[config.mk]
export PLATFORM = sky130hd
export DESIGN_NAME = pwm_cfg_sequencer
export DESIGN_NICKNAME = d
export VERILOG_FILES = /design/src/rtl/pwm_cfg_sequencer.sv
export SDC_FILE = /design/constraint.sdc
export NUM_CORES = 1
export LEC_CHECK = 0
export BUFFER_PORTS_ARGS = -buffer_cell sky130_fd_sc_hd__buf_2
export CORE_MARGIN = 5
export CORE_UTILIZATION = 45
export CTS_CLUSTER_DIAMETER = 200
export DETAILED_ROUTE_END_ITERATION = 10
export PLACE_DENSITY = 0.83
export SLEW_MARGIN = 20
export SYNTH_ARGS = -nofsm -noshare
export SYNTH_HDL_FRONTEND = slang
export SYNTH_SLANG_ARGS = --single-unit
[constraint.sdc]
create_clock -name clk -period 1.8 [get_ports clk]
set_input_delay 0.09 -clock clk [delete_from_list [all_inputs] [get_ports clk]]
set_output_delay 0.09 -clock clk [all_outputs]
set_load 0.02 [all_outputs]
[src/rtl/pwm_cfg_sequencer.sv]
// Holds one pending PWM configuration word and applies it to the active outputs only at a safe period boundary.
// Optional watchdog on the sync wait: define PWM_CFG_TIMEOUT_EN.
//
// state     | meaning
// IDLE      | nothing pending, ready for a word
// WAIT_SYNC | word pending, waiting for the period boundary of the active mode
// APPLY     | pending word just loaded onto the active outputs
module pwm_cfg_sequencer #(
  parameter int REG_W          = 16,
  parameter int TIMEOUT_CYCLES = 65535
) (
  input  logic             clk,
  input  logic             rst_n,
  input  logic [REG_W-1:0] cfg_in,
  input  logic             cfg_valid,
  output logic             cfg_ready,
  input  logic             evt_zero,
  input  logic             evt_top,
  output logic             pwm_onoff,
  output logic [1:0]       mask_mode,
  output logic [1:0]       count_mode,
  output logic             cnt_clear,
  output logic             cfg_applied,
  output logic             busy,
  output logic             timeout_err
);

  typedef enum logic [1:0] {IDLE, WAIT_SYNC, APPLY} state_t;

  state_t     state;
  logic [4:0] pend;
  logic [4:0] word;
  logic       accept;
  logic       sync_hit;
  logic       force_apply;
  logic       apply_now;
  logic       cfg_unused;

  assign cfg_unused = ^cfg_in;
  assign accept     = cfg_valid && cfg_ready;
  // a word accepted in the same cycle as the sync event wins over the pending one
  assign word       = accept ? cfg_in[4:0] : pend;

  always_comb begin
    sync_hit = 1'b0;
    case (count_mode)
      2'b00:        sync_hit = evt_top;
      2'b01, 2'b10: sync_hit = evt_zero;
      default:      sync_hit = 1'b1;
    endcase
  end

`ifdef PWM_CFG_TIMEOUT_EN
  localparam logic [19:0] TMR_LOAD = 20'(TIMEOUT_CYCLES - 1);
  logic [19:0] tmr;

  assign force_apply = (state == WAIT_SYNC) && !sync_hit && (tmr == '0);

  // reloaded every idle cycle so the first WAIT_SYNC cycle starts at full count
  always_ff @(posedge clk) begin
    if (!rst_n) begin
      tmr         <= '0;
      timeout_err <= 1'b0;
    end else begin
      if (state == IDLE) tmr <= TMR_LOAD;
      else if (state == WAIT_SYNC && tmr != '0) tmr <= tmr - 1'b1;
      if (force_apply) timeout_err <= 1'b1;
    end
  end
`else
  assign force_apply = 1'b0;
  assign timeout_err = 1'b0;
`endif

  assign apply_now = (state == IDLE && accept && !pwm_onoff) ||
                     (state == WAIT_SYNC && (sync_hit || force_apply));

  always_ff @(posedge clk) begin
    if (!rst_n) begin
      state       <= IDLE;
      pend        <= '0;
      pwm_onoff   <= 1'b0;
      mask_mode   <= 2'b00;
      count_mode  <= 2'b00;
      cnt_clear   <= 1'b0;
      cfg_applied <= 1'b0;
      busy        <= 1'b0;
      cfg_ready   <= 1'b1;
    end else begin
      cnt_clear   <= 1'b0;
      cfg_applied <= 1'b0;
      case (state)
        IDLE: begin
          if (accept) begin
            pend      <= cfg_in[4:0];
            busy      <= 1'b1;
            state     <= pwm_onoff ? WAIT_SYNC : APPLY;
            cfg_ready <= pwm_onoff;
          end
        end
        WAIT_SYNC: begin
          if (accept) pend <= cfg_in[4:0];
          if (apply_now) begin
            state     <= APPLY;
            cfg_ready <= 1'b0;
          end
        end
        APPLY: begin
          state     <= IDLE;
          busy      <= 1'b0;
          cfg_ready <= 1'b1;
        end
        default: begin
          state     <= IDLE;
          busy      <= 1'b0;
          cfg_ready <= 1'b1;
        end
      endcase
      if (apply_now) begin
        pwm_onoff   <= word[4];
        mask_mode   <= word[3:2];
        count_mode  <= word[1:0];
        cfg_applied <= 1'b1;
        // restart the counter on power-up or a running mode change
        cnt_clear   <= force_apply ||
                       (word[4] && (!pwm_onoff || word[1:0] != count_mode));
      end
    end
  end

endmodule

==> flow_summary.toml <==
[status]
status = "finished clean"

[global_route]
overflow = 0
antenna_found_initial = 0
grt_pass1_vias = 594
grt_max_degree = 12
grt_first_pass_wirelength_um = 2540
grt_use_total_pct = 13.0

[power_and_ir_drop]
pwr-share-comb_pct = 28.7
swShare_pct = 32.9
ir_drop_uv = 503
p_clk_share_pct = 21.3
internal-power_mw = 0.572
p_per_area_mw_per_mm2 = 1030
p_sw_mw = 0.280
seqPwrFrac_pct = 50.0
power_leakage_nw = 0.369

[yosys]
synth_ff_type = "dfxtp_1"
ys_types = 25
yosysMostFrequentCell = "dfxtp_1"
ys_top_cells_by_area = "dfxtp_1 (45%), a21oi_1 (7.0%), a211oi_1 (6.3%)"
syn_nets = 102
synth_top_cell_area_share_pct = 44.8
synth.ff_latch_count = 16
syn-cell-area_um2 = 714
synth_area_leader_cell = "dfxtp_1"
yosys_warnings = 0
synth_edf_count = 0
async_reset_ff_share_pct = 0
avgSynthCellArea_um2 = 9.04
ys_top_cells_by_count = "dfxtp_1 (16), a21oi_1 (10), a211oi_1 (6), inv_1 (6), nand2_1 (6)"
ys_seq_area_share_pct = 44.8
syn_inst = 79

[timing]
slew_violations = 0
setup_tns_ns = 0
setup-violations-final = 0
fin_crit_sh_pct = 88.2
holdWs_ns = 0.0448
fin_skew_ns = 0.00197
timing.fmax_ghz = 0.630
min_period_ns = 1.59
hold_viol = 0
rsz0062_at_grt = "false"

[critical_path]
cp_max_fo = 6
crit_arrival_ns = 1.78
start_kind = "flop"
required_ns = 1.99
crit_type = "reg2reg"
endpoint_kind = "flop"

[clock_tree]
clk_path_buf_depth = 2
root_buffer = "clkbuf_4"
cts_buffers = 3
cts.hold.buffers_added = 0
cts_htree_levels = 1
clkSinkCount = 16
clock_latency_ns = 0.28
cts.clk_slew.worst_paths_ns = 0.09
cts_tree = "yes"
cts_setup_buffers = 0

[routing]
ant_nets = 0
vias = 616
routed_wl_um = 1460
wl_met2_um = 653
wl_met3_um = 103
highest_layer = "met4"
drt_iter0_drc = 9
drt-met1-wl_um = 671
wire_per_inst_um = 12.9
drtPass1Iterations = 4
drc_errors = 0
via_per_inst = 5.45

[cells_and_area]
finalCoreUtilization_pct = 55.0
antenna_cells = 0
area_growth_pct = 15.9
drive_above_1_share_pct = 25.8
fillers = 149
nets = 122

[die]
dieArea_mm2 = 0.00248
fp.dieH_um = 49.8
die_width_um = 49.8
core.rowCount = 14
ios = 31
floorplan.initialDensity_pct = 47.4
core-area_mm2 = 0.00151

[placed_design]
io_buffer_count = 18
routabilityCongestion = 0.844
hpwl_um = 1150

[min_path]
hold_class = "in2reg"

[job]
max_cap_viol_count = 0
[critical path, cell delays in order (launching register included)]
cell and delay (ns):
dfxtp_1 0.38, inv_1 0.09, ha_1 0.31, nand3_1 0.10
o221ai_2 0.15, and2_1 0.25, a211oi_1 0.22
[power by group through the flow]
stage | Clock (mW) | Sequential [mW] | Combinational [mW]
after floorplan | 0 | 0.463 | 0.149
after global placement | 0 | 0.431 | 0.235
after detailed placement | 0 | 0.434 | 0.242
after CTS | 0.180 | 0.426 | 0.243
after global routing | 0.202 | 0.434 | 0.275
final | 0.181 | 0.426 | 0.245
[cells in the final DEF (no fill, tap or decap)]
cell / count
buf_2: 18
dfxtp_1: 16
a21oi_1: 9
inv_1: 6
nand2_1: 6
a211oi_1: 6
o21ai_0: 5
nor2_1: 5
mux2i_1: 4
nand3_1: 3
clkbuf_4: 3
xnor2_1: 2
ha_1: 2
and2_4: 1
or2_1: 1
a21oi_2: 1
o221ai_2: 1
a21boi_0: 1
o311ai_0: 1
and2_1: 1
clkinv_1: 1
mux2i_2: 1
a311oi_1: 1
o21a_1: 1
conb_1: 1
[routing by layer]
layer  GRT usage (%)  up-vias
met5               0        -
met4            6.11        0
met3            3.92        4
met2            19.3       19
met1            17.0      279
li1                -      314
[area by class of cell]
type | instances | area [µm²] | share of cell area [%]
Multi-Input combinational cell | 53 | 349 | 42.1
Sequential cell | 16 | 320 | 38.7
Timing Repair Buffer | 18 | 90.1 | 10.9
Inverter | 7 | 26.3 | 3.17
Clock buffer | 3 | 22.5 | 2.72
Tap cell | 16 | 20.0 | 2.42
[state kept, by name, summed over array words and instances, names as in the netlist]
signal / count
busy: 1
pend: 5
pwm_onoff: 1
cnt_clear: 1
mask_mode: 2
cfg_ready: 1
state: 2
cfg_applied: 1
count_mode: 2
[kinds of logic (layout without fill, tap and decap cells)]
logic type	count (synthesis)	in the layout	synth area share, %
buffers and inverters	10	28	6.83
and+or+nand+nor	17	17	10.9
adders and majority gates	2	2	3.50
other	1	1	0.525
DFF	16	16	44.8
muxes	5	5	7.53
xor gates and xnor gates	2	2	2.45
AOI/OAI and AO/OA	26	26	23.5
[timing repair]
action | CTS | global route
resized for setup | 0 | 1
endpoints found under the setup margin | 0 | 2
endpoints found under the hold margin | 0 | 0
[worst paths after layout]
path | start | endpoint | slack (ns) | depth (start not counted)
max | count_mode[0]$_SDFFE_PN0P_ | mask_mode[1]$_SDFFE_PN0P_ | 0.21 | 6
min | rst_n | cfg_ready$_SDFFE_PN1P_ | 0.04 | 2
max reg2reg | count_mode[0]$_SDFFE_PN0P_ | mask_mode[1]$_SDFFE_PN0P_ | 0.21 | 6
min reg2reg | pend[2]$_SDFFE_PN0P_ | pend[2]$_SDFFE_PN0P_ | 0.48 | 2
[metrics by stage]
| step | worst slack [ns] | instances | instance area, µm² | total power, mW |
|---|---|---|---|---|
| 2_1_floorplan | 0.230 | 79 | 714 | 0.612 |
| 3_3_place_gp | 0.253 | 110 | 802 | 0.667 |
| 3_5_place_dp | 0.205 | 110 | 802 | 0.677 |
| 4_1_cts | 0.171 | 113 | 825 | 0.849 |
| 5_1_grt | 0.0313 | 113 | 828 | 0.910 |
| 6_report | 0.213 | 113 | 828 | 0.851 |
Power figures use the tool's default switching activity.
